==> src/rtl/instr_decode_stage_pkg.sv <==
// Shared constants, field positions and types for the instruction decode stage.
package instr_decode_stage_pkg;

  localparam int unsigned DataSizeDef = 16;
  localparam int unsigned ImmSizeDef  = 6;

  localparam int unsigned OpcodeMsb = 15;
  localparam int unsigned OpcodeLsb = 12;
  localparam int unsigned RdMsb     = 11;
  localparam int unsigned RdLsb     = 9;
  localparam int unsigned Rs1Msb    = 8;
  localparam int unsigned Rs1Lsb    = 6;
  localparam int unsigned Rs2Msb    = 5;
  localparam int unsigned Rs2Lsb    = 3;
  localparam int unsigned ImmLsb    = 0;

  localparam logic [3:0] OpAddi = 4'h4;
  localparam logic [3:0] OpLw   = 4'h5;
  localparam logic [3:0] OpSw   = 4'h6;
  localparam logic [3:0] OpBeq  = 4'h7;

  typedef enum logic [1:0] {
    StEmpty,
    StOne,
    StFull
  } occ_e;

  function automatic logic uses_imm(input logic [3:0] op);
    return (op == OpAddi) || (op == OpLw) || (op == OpSw) || (op == OpBeq);
  endfunction

endpackage

==> src/rtl/signex6.sv <==
// Sign-extends the raw immediate field to the datapath width.
module signex6 #(
  parameter int unsigned DATASIZE = 16,
  parameter int unsigned IMMSIZE  = 6
) (
  input  logic [IMMSIZE-1:0]  imm,
  output logic [DATASIZE-1:0] ext
);

  assign ext = {{(DATASIZE - IMMSIZE){imm[IMMSIZE-1]}}, imm};

endmodule

==> src/rtl/instr_decode_stage.sv <==
// Decode stage: 2-entry skid FIFO of {instr, pc} with combinational field decode of the head.
module instr_decode_stage
  import instr_decode_stage_pkg::*;
#(
  parameter int unsigned DATASIZE = DataSizeDef,
  parameter int unsigned IMMSIZE  = ImmSizeDef
) (
  input  logic                clk,
  input  logic                rst,
  input  logic                in_valid,
  output logic                in_ready,
  input  logic [DATASIZE-1:0] in_instr,
  input  logic [DATASIZE-1:0] in_pc,
  input  logic                flush,
  output logic                out_valid,
  input  logic                out_ready,
  output logic [3:0]          out_opcode,
  output logic [2:0]          out_rd,
  output logic [2:0]          out_rs1,
  output logic [2:0]          out_rs2,
  output logic [DATASIZE-1:0] out_imm,
  output logic                out_use_imm,
  output logic [DATASIZE-1:0] out_pc
);

  occ_e                state_q, state_d;
  logic                rd_ptr_q, rd_ptr_d;
  logic                wr_ptr_q, wr_ptr_d;
  logic [DATASIZE-1:0] instr_q [2];
  logic [DATASIZE-1:0] pc_q    [2];
  logic                push, pop;
  logic [DATASIZE-1:0] head_instr, head_pc;

  // Handshakes depend on registered state only, so no ready path crosses the stage.
  assign in_ready  = (state_q != StFull);
  assign out_valid = (state_q != StEmpty);
  assign push      = in_valid && in_ready && !flush;
  assign pop       = out_valid && out_ready && !flush;

  always_comb begin
    state_d  = state_q;
    rd_ptr_d = rd_ptr_q;
    wr_ptr_d = wr_ptr_q;
    if (flush) begin
      state_d  = StEmpty;
      rd_ptr_d = 1'b0;
      wr_ptr_d = 1'b0;
    end else begin
      if (push) wr_ptr_d = ~wr_ptr_q;
      if (pop)  rd_ptr_d = ~rd_ptr_q;
      unique case (state_q)
        StEmpty: if (push) state_d = StOne;
        StOne: begin
          if (push && !pop)      state_d = StFull;
          else if (pop && !push) state_d = StEmpty;
        end
        StFull:  if (pop) state_d = StOne;
        default: state_d = StEmpty;
      endcase
    end
  end

  always_ff @(posedge clk or posedge rst) begin
    if (rst) begin
      state_q    <= StEmpty;
      rd_ptr_q   <= 1'b0;
      wr_ptr_q   <= 1'b0;
      instr_q[0] <= '0;
      instr_q[1] <= '0;
      pc_q[0]    <= '0;
      pc_q[1]    <= '0;
    end else begin
      state_q  <= state_d;
      rd_ptr_q <= rd_ptr_d;
      wr_ptr_q <= wr_ptr_d;
      if (push) begin
        instr_q[wr_ptr_q] <= in_instr;
        pc_q[wr_ptr_q]    <= in_pc;
      end
    end
  end

  // Masking the head word zeroes every decoded field while empty.
  assign head_instr = out_valid ? instr_q[rd_ptr_q] : '0;
  assign head_pc    = out_valid ? pc_q[rd_ptr_q]    : '0;

  assign out_opcode  = head_instr[OpcodeMsb:OpcodeLsb];
  assign out_rd      = head_instr[RdMsb:RdLsb];
  assign out_rs1     = head_instr[Rs1Msb:Rs1Lsb];
  assign out_rs2     = head_instr[Rs2Msb:Rs2Lsb];
  assign out_use_imm = uses_imm(out_opcode);
  assign out_pc      = head_pc;

  signex6 #(
    .DATASIZE(DATASIZE),
    .IMMSIZE (IMMSIZE)
  ) u_signex6 (
    .imm(head_instr[ImmLsb +: IMMSIZE]),
    .ext(out_imm)
  );

endmodule

==> config.mk <==
export PLATFORM = sky130hd
export DESIGN_NAME = instr_decode_stage
export DESIGN_NICKNAME = d
export VERILOG_FILES = /design/src/rtl/instr_decode_stage_pkg.sv /design/src/rtl/signex6.sv /design/src/rtl/instr_decode_stage.sv
export SDC_FILE = /design/constraint.sdc
export NUM_CORES = 1
export LEC_CHECK = 0
export BUFFER_PORTS_ARGS = -buffer_cell sky130_fd_sc_hd__buf_2
export CORE_ASPECT_RATIO = 0.75
export CORE_MARGIN = 10
export CORE_UTILIZATION = 50
export DETAILED_ROUTE_END_ITERATION = 12
export PLACE_DENSITY = 0.76
export SLEW_MARGIN = 0
export SYNTH_ARGS = -nofsm -noshare
export SYNTH_HDL_FRONTEND = slang
export SYNTH_HIERARCHICAL = 1
export SYNTH_SLANG_ARGS = --single-unit
==> constraint.sdc <==
create_clock -name clk -period 3.05 [get_ports clk]
set_clock_uncertainty 0.2 [all_clocks]
set_input_delay 0.305 -clock clk [delete_from_list [all_inputs] [get_ports clk]]
set_output_delay 0.305 -clock clk [all_outputs]
set_load 0.1 [all_outputs]
Word level (Yosys, flattened, before mapping)
Index checks and enable logic that the tools add are counted.
Operators by class
  magnitude comparators: 3
  equality and inequality tests: 10
  multiplexer cells: 22
  bitwise logic cells: 4
  reduce and logical (&&, ||, !) cells: 18
Operators by type and width (count)
  16-bit two-way mux: 9
  32-bit bitwise mux: 2
  16-bit demux with 1-bit select: 1
  4-bit by 3-bit == test with 1-bit output, second input constant: 4
  2-bit two-way mux: 5
  1-bit logical AND: 7
  3-bit inequality test, second input constant: 2
  2-bit case mux with 3 select lines: 1
  2-bit nonzero test: 3
  2-bit >= comparator, second input constant: 2
  1-bit two-way mux: 4
  4-bit inequality test, second input constant: 1
  1-bit inverter with 2-bit output: 2
  1-bit logical NOT: 3
  1-bit logical OR: 3
  3-bit AND reduction: 1
  2-bit by 1-bit == test with 1-bit output, second input constant: 1
  2-bit == test, second input constant: 1
  2-bit logical NOT: 1
  2-bit by 1-bit < comparator with 1-bit output, second input constant: 1
  2-bit inequality test, second input constant: 1
  1-bit inverter: 2
Storage, ports and cells
  bits in registers: 68
  output and inout port bits: 48

Logic depth before layout (Yosys ltp)
Gate-level depths: netlist of run 1.
  word-level depth: 9
  gate-level depth with buffers: 5
  gate-level depth less buffers: 4

By module
The synthesis of run 1 kept the hierarchy.
By module, submodules not included
  instr_decode_stage: times used 1, cells an instance 247, area each 3218.1 um^2, seq. area each 1701.6 um^2
  signex6: times used 1, cells an instance 16, area each 120.1 um^2, seq. area each 0.0 um^2

Worst setup path after synthesis of run 1
OpenSTA, ideal clock, no wires.
  path type: flip-flop to output port
  from: register rd_ptr_q
  to: output out_pc[0]
  arrival: 2171 ps
  setup slack: 374 ps
  cell stages (with the launch flop): 5
  buffers on the path: 2
  cell sequence: dfrtp_1 -> clkbuf_1 -> buf_2 -> mux2i_1 -> nor2_1
Between the ends
  longest elaborated chain between the ends: 5
RTL lines
  start, declared: RTL line instr_decode_stage.sv:27  | logic rd_ptr_q, rd_ptr_d;
  start signal, assigned: RTL line instr_decode_stage.sv:74  | rd_ptr_q <= rd_ptr_d;
  1-bit inverter with 2-bit output (implied by the code): RTL line instr_decode_stage.sv:85  | assign head_pc = out_valid ? pc_q[rd_ptr_q] : '0;
  16-bit two-way mux (implied by the code) (3 in series): RTL line instr_decode_stage.sv:85
  16-bit two-way mux: RTL line instr_decode_stage.sv:85
  end, declared: RTL line instr_decode_stage.sv:23  | output logic [DATASIZE-1:0] out_pc
Every way passes these cells. The select of a mux whose other input is x is not followed.

Worst setup path in the final report of run 1
  from: register rd_ptr_q
  to: output out_imm[7]
Between the ends
  longest elaborated chain between the ends: 5
RTL lines
  1-bit inverter with 2-bit output (implied by the code): RTL line instr_decode_stage.sv:84  | assign head_instr = out_valid ? instr_q[rd_ptr_q] : '0;
  16-bit two-way mux (implied by the code) (3 in series): RTL line instr_decode_stage.sv:84
  16-bit two-way mux: RTL line instr_decode_stage.sv:84
  end, declared: RTL line instr_decode_stage.sv:21  | output logic [DATASIZE-1:0] out_imm,
Every way passes these cells. The select of a mux whose other input is x is not followed.

==> flow_summary.json, run 1 <==
{
  "outcome": "complete, no violations",
  "post-route-period-util": 0.891,
  "num_rows": 25,
  "placeableCoreArea_um2": 6380,
  "synth_compound_area_frac": 0.0157,
  "finalSetupViolCount": 0,
  "max_stage_delay_ns": 0.74,
  "power.ir.vdd_worst_uv": 616,
  "hp-start": "in_instr[11]",
  "drv_cap": 0,
  "pre_cts_ws_ns": 0.720,
  "cts_made_buffers": 9,
  "post_cts.repair.setup_buffers": 0,
  "synth_area_leader_cell": "sky130_fd_sc_hd__dfrtp_1",
  "post-route-worst-setup-slack_ns": 0.333,
  "slew-limit-headroom": 0.475,
  "postRouteWirelength_um": 7040,
  "clock_insertion_delay_worst_skew_ns": 0.33,
  "startpoint_type": "flop",
  "endpoint_kind": "primary output",
  "fin_area_um2": 4160,
  "via_count_of_the_first_global_routing_pass": 2380,
  "num_antenna_cells": 0,
  "wl_per_cell_um": 16.1,
  "top_ports": 85,
  "synth.ff_latch_count": 68,
  "cts_tree": "done",
  "ys.warnings.count": 6,
  "post_synth_inst_count": 263,
  "layout.area.seq_um2": 1700,
  "muxShareOfSynthArea": 0.309,
  "cts.reportedPaths.clkPinSlew_ns": 0.07,
  "viasPerCell": 5.00,
  "worst_setup_path_startpoint": "rd_ptr_q",
  "grt_first_pass_wirelength_um": 11800,
  "ys_seq_area_frac": 0.510,
  "cp_slowest_cell": "sky130_fd_sc_hd__dfrtp_2",
  "htree_levels": 3,
  "synth.most_common_cell": "sky130_fd_sc_hd__dfrtp_1",
  "synth_top_family_by_area": "multiplexers",
  "synth_largest_type_area_fraction": 0.510,
  "r2r.worst_path.cells": 5,
  "worst_ep_required_time_ns": 2.54,
  "fillCellCount": 498,
  "drive_gt1_frac": 0.490,
  "syn_area_um2": 3340,
  "p_per_area_nw_per_um2": 838,
  "critPathMaxFanout": 20,
  "vert_die_dim_um": 90.8,
  "drcViolationCount": 0,
  "rsz0062_at_grt": "false",
  "r2r_slack_ns": 0.95,
  "achievable-frequency_mhz": 368,
  "dpl_cell_area_um2": 3600,
  "first_pass_iteration_count_of_the_detailed_router": 4,
  "finalNetCount": 387,
  "synthesis.nets": 300,
  "synth_simple_gate_area_share": 0.0641,
  "dieWidth_um": 114,
  "path_delay_family": "flip-flops",
  "period_minus_slack_ns": 2.72,
  "yosys.cell_types.count": 26,
  "cts.root.buffer_cell": "sky130_fd_sc_hd__clkbuf_8",
  "cp_cell_sequence": "mux2i_1 -> nor2_1 -> buf_2",
  "hold_removal_path_class": "primary input to flop",
  "via_count": 2178,
  "area_delta_synth_final_pct": 24.6,
  "die_area_um2": 10400,
  "hold-worst-slack_ns": 0.0220,
  "synth_edf_count": 0,
  "startpoint_of_the_worst_register_to_register_path": "state_q[1]",
  "post_synth_xor_area_fraction": 0.00262,
  "power_leakage_uw": 0.00195,
  "starting_density": 0.523,
  "synth_ff_type": "sky130_fd_sc_hd__dfrtp_1",
  "worst_r2r_endpoint": "instr_q[3]",
  "drt_iter0_markers": 73,
  "totalNegativeSetupSlack_ns": 0,
  "area_of_combinational_cells_with_multiple_inputs_um2": 1310,
  "overflow": 0,
  "total_count_of_hold_check_failures_in_the_final_report": 0,
  "post_synth_most_frequent_cells": "sky130_fd_sc_hd__dfrtp_1, sky130_fd_sc_hd__mux2_2, sky130_fd_sc_hd__nor2_1, sky130_fd_sc_hd__mux2i_1, sky130_fd_sc_hd__buf_4",
  "timing_max_transition_violations_final": 0,
  "overall_power_of_the_completed_layout_uw": 3480,
  "wp_buf_inv": 1,
  "worst_pin_slew_ns": 0.786,
  "number_of_antenna_violations_at_the_first_check_in_global_routing": 0,
  "tritoncts_num_sinks": 68,
  "asyncSetResetFlopFracSynth": 1.00,
  "post_synth.cell_area_avg_um2": 12.7,
  "stages_on_worst_setup_path": 3,
  "grt_start_max_net_pins": 39,
  "gp_routability_congestion": 0.691,
  "path_class": "flop to primary output",
  "final_antenna_net_count": 0,
  "crit_arrival_ns": 2.21,
  "worst_setup_path_endpoint": "out_imm[7]",
  "synth-adder-area-share": 0,
  "yosys-top-cells-area": "sky130_fd_sc_hd__dfrtp_1, sky130_fd_sc_hd__mux2_2, sky130_fd_sc_hd__mux2i_1, sky130_fd_sc_hd__buf_4, sky130_fd_sc_hd__nor2_1",
  "buffer_ports.inserted": 84,
  "hpwl_um": 4940,
  "cts_buffer_depth": 2,
  "grt_overall_usage": 0.142
}
==> power by group <==
part           internal (uW)  switching, uW
logic                    338            870
registers               1110            119
clock network            707            336
total                   2160           1330
==> cells by family after synthesis <==
logic type | Yosys count
xor+xnor | 1
buf+inv | 46
simple gates | 44
flops | 68
mux | 95
compound gates | 9
==> metal layers <==
metal	GRT usage	wire length, um	vias to the layer above
met1	0.171	3160	1054
li1	-	-	1054
met5	0	0	-
met4	0.0313	16	0
met3	0.0730	573	2
met2	0.220	3290	68
==> cell type report <==
| cell class | instances | area share |
|---|---|---|
| Clock buffer | 9 | 0.0298 |
| Clock inverter | 7 | 0.0391 |
| Inverter | 4 | 0.00361 |
| Multi-Input combinational cell | 149 | 0.315 |
| Sequential cell | 68 | 0.410 |
| Tap cell | 81 | 0.0244 |
| Timing Repair Buffer | 118 | 0.179 |
==> placed cells by master (no fill, tap or decap), drive strengths merged, types with 2 or more instances in the layout <==
master	netlist	final
buf	38	91
mux2	64	64
clkbuf	4	9
dlygate4sd3	0	27
dfrtp	68	68
nor2	34	34
bufinv	0	5
mux2i	31	31
o21ai	2	2
nor2b	2	2
inv	4	4
a21oi	5	5
==> worst min path at each step <==
stage / slack [ns] / cells after the start / to
final: 0.02 / 2 / instr_q[27]
after global routing: 0.002 / 2 / instr_q[27]
after CTS: 0.001 / 2 / instr_q[27]
after detailed placement: 0.28 / 1 / instr_q[17]
after global placement: 0.27 / 1 / pc_q[27]
after floorplan: 0.17 / 1 / wr_ptr_q
==> flip-flops by register name (all words and copies together), names as in the netlist <==
| name | count |
|---|---|
| pc_q | 32 |
| wr_ptr_q | 1 |
| instr_q | 32 |
| rd_ptr_q | 1 |
| state_q | 2 |
==> through the flow <==
step            util  instances
2_1_floorplan      -        263
3_3_place_gp   0.564        393
3_5_place_dp   0.564        393
4_1_cts        0.652        436
5_1_grt        0.652        436
6_report       0.652        436
==> what timing repair did <==
action | 4_1_cts | 5_1_grt
gates resized for setup | 0 | 0
setup endpoints to repair | 0 | 0
hold buffers | 27 | 0
endpoints found under the hold margin | 75 | 0
Note: power is estimated with default switching activity, not from simulation.
==> run 2: changes to the inputs <==
--- a/config.mk
+++ b/config.mk
@@ -6,6 +6,7 @@
 export NUM_CORES = 1
 export LEC_CHECK = 0
 export BUFFER_PORTS_ARGS = -buffer_cell sky130_fd_sc_hd__buf_2
+export CAP_MARGIN = 20
 export CORE_ASPECT_RATIO = 0.75
 export CORE_MARGIN = 10
 export CORE_UTILIZATION = 50
@@ -14,5 +15,4 @@
 export SLEW_MARGIN = 0
 export SYNTH_ARGS = -nofsm -noshare
 export SYNTH_HDL_FRONTEND = slang
-export SYNTH_HIERARCHICAL = 1
 export SYNTH_SLANG_ARGS = --single-unit
==> flow_summary.json, run 2 <==
{
  "outcome": "complete, no violations",
  "mostFrequentLayoutCell": "sky130_fd_sc_hd__buf_2",
  "synth_edf_count": 0,
  "yosys-top-cells-area": "sky130_fd_sc_hd__dfrtp_1, sky130_fd_sc_hd__mux2_2, sky130_fd_sc_hd__mux2i_1, sky130_fd_sc_hd__nor2_1, sky130_fd_sc_hd__buf_4",
  "most-common-layout-cells": "sky130_fd_sc_hd__buf_2, sky130_fd_sc_hd__dfrtp_1, sky130_fd_sc_hd__mux2_2, sky130_fd_sc_hd__mux2i_1, sky130_fd_sc_hd__nor2_1",
  "post_synth_inst_count": 247,
  "cts_made_buffers": 9,
  "achievable-frequency_mhz": 392,
  "first_pass_iteration_count_of_the_detailed_router": 4,
  "finalNetCount": 382,
  "post_synth.cell_area_avg_um2": 13.0,
  "cts_tree": "done",
  "power.ir.vdd_worst_uv": 447,
  "drt_iter0_markers": 109,
  "top_regs": "instr_q (32), pc_q (32), state_q (2)",
  "num_antenna_cells": 0,
  "synth.ff_latch_count": 68,
  "dieWidth_um": 113,
  "asyncSetResetFlopFracSynth": 1.00,
  "synth_ff_type": "sky130_fd_sc_hd__dfrtp_1",
  "drcViolationCount": 0,
  "finalSetupViolCount": 0,
  "rsz0062_at_grt": "false",
  "hold_removal_path_class": "primary input to flop",
  "total_count_of_hold_check_failures_in_the_final_report": 0,
  "totalNegativeSetupSlack_ns": 0,
  "crit_arrival_ns": 2.04,
  "ys_seq_area_frac": 0.529,
  "synth_largest_type_area_fraction": 0.529,
  "hold-worst-slack_ns": 0.0161,
  "startpoint_type": "flop",
  "clock_insertion_delay_worst_skew_ns": 0.33,
  "tritoncts_num_sinks": 68,
  "num_rows": 25,
  "overflow": 0,
  "synth_area_leader_cell": "sky130_fd_sc_hd__dfrtp_1",
  "yosys.cell_types.count": 26,
  "final_antenna_net_count": 0,
  "drive_gt1_frac": 0.509,
  "vert_die_dim_um": 89.5,
  "die_area_um2": 10100,
  "top_ports": 85,
  "critPathMaxFanout": 20,
  "starting_density": 0.512,
  "postRouteWirelength_um": 6840,
  "cts_buffer_depth": 2,
  "postCtsHoldBufs": 15,
  "endpoint_kind": "primary output",
  "post_cts.repair.setup_buffers": 0,
  "cts.reportedPaths.clkPinSlew_ns": 0.07,
  "number_of_antenna_violations_at_the_first_check_in_global_routing": 0,
  "via_count": 2166,
  "gates_resized_cts_repair": 0,
  "slew-limit-headroom": 0.493,
  "buffer_ports.inserted": 84,
  "synthesis.nets": 284,
  "p_per_area_nw_per_um2": 776,
  "via_count_of_the_first_global_routing_pass": 2386,
  "worst_ep_required_time_ns": 2.54,
  "grt_overall_usage": 0.145,
  "placeableCoreArea_um2": 6290,
  "power_leakage_uw": 0.00189,
  "fillCellCount": 511,
  "area_delta_synth_final_pct": 25.1,
  "grt_first_pass_wirelength_um": 11600,
  "post_synth_most_frequent_cells": "sky130_fd_sc_hd__dfrtp_1, sky130_fd_sc_hd__mux2_2, sky130_fd_sc_hd__nor2_1, sky130_fd_sc_hd__mux2i_1, sky130_fd_sc_hd__buf_4",
  "gp_routability_congestion": 0.724,
  "grt_start_max_net_pins": 38,
  "path_class": "flop to primary output",
  "htree_levels": 3,
  "worst_pin_slew_ns": 0.759,
  "hpwl_um": 4890,
  "wl_per_cell_um": 15.9,
  "ys.warnings.count": 0,
  "period_minus_slack_ns": 2.55,
  "drv_cap": 0,
  "post-route-period-util": 0.836,
  "cts.root.buffer_cell": "sky130_fd_sc_hd__clkbuf_8",
  "synth.most_common_cell": "sky130_fd_sc_hd__dfrtp_1",
  "overall_power_of_the_completed_layout_uw": 3120,
  "timing_max_transition_violations_final": 0,
  "viasPerCell": 5.03,
  "syn_area_um2": 3220
}
-- run 2: cell families (layout without fill, tap and decap cells) --
logic type,after synthesis,count (layout),synth area share
muxes,95,95,0.320
and+or+nand+nor,44,44,0.0665
AOI/OAI and AO/OA,9,9,0.0163
buffers and inverters,30,133,0.0653
DFF,68,68,0.529
xor gates and xnor gates,1,1,0.00272
-- run 2: per-stage QoR --
stage / cell area (um2) / instances / util / worst slack, ns
after floorplan: 3230 / 247 / - / 0.161
after global placement: 3640 / 395 / 0.578 / 0.853
after detailed placement: 3640 / 395 / 0.578 / 0.815
after CTS: 3980 / 426 / 0.632 / 0.464
after global routing: 4030 / 431 / 0.640 / 0.324
final: 4030 / 431 / 0.640 / 0.502
-- run 2: critical path, cell delays in order, from the launching register on --
cell,delay (ns)
sky130_fd_sc_hd__dfrtp_2,0.74
sky130_fd_sc_hd__buf_4,0.31
sky130_fd_sc_hd__mux2i_1,0.12
sky130_fd_sc_hd__nor2_1,0.10
sky130_fd_sc_hd__buf_2,0.43
-- run 2: final timing paths --
check / from / slack (ns) / cells after the start / endpoint
max: rd_ptr_q / 0.50 / 4 / out_rs1[2]
min in group asynchronous: rst / 0.45 / 3 / pc_q[19]
max in group asynchronous: rst / 1.40 / 4 / instr_q[28]
min: in_pc[0] / 0.02 / 2 / pc_q[0]
max reg2reg: state_q[1] / 0.84 / 5 / pc_q[2]
min reg2reg: pc_q[26] / 0.29 / 1 / pc_q[26]
-- run 2: layer usage --
layer	vias up	GRT usage	wire length, um
met3	4	0.0765	600
met5	-	0	0
met2	65	0.233	3140
met4	0	0.0287	34
met1	1055	0.169	3060
li1	1042	-	-
-- run 2: final cells by class --
type | count | area (um2) | share of cell area
inverters | 4 | 15.0 | 0.00373
clock inverters | 3 | 20.0 | 0.00497
well taps | 81 | 101 | 0.0252
clock buffers | 13 | 169 | 0.0420
repair buffers | 113 | 701 | 0.174
multi-input cells | 149 | 1320 | 0.327
flip-flops and latches | 68 | 1700 | 0.423
-- run 2: power breakdown --
group,internal (uW),total (uW),switching [uW]
Sequential,1110,1230,118
Clock,361,687,326
Combinational,338,1210,868
Total,1810,3120,1310
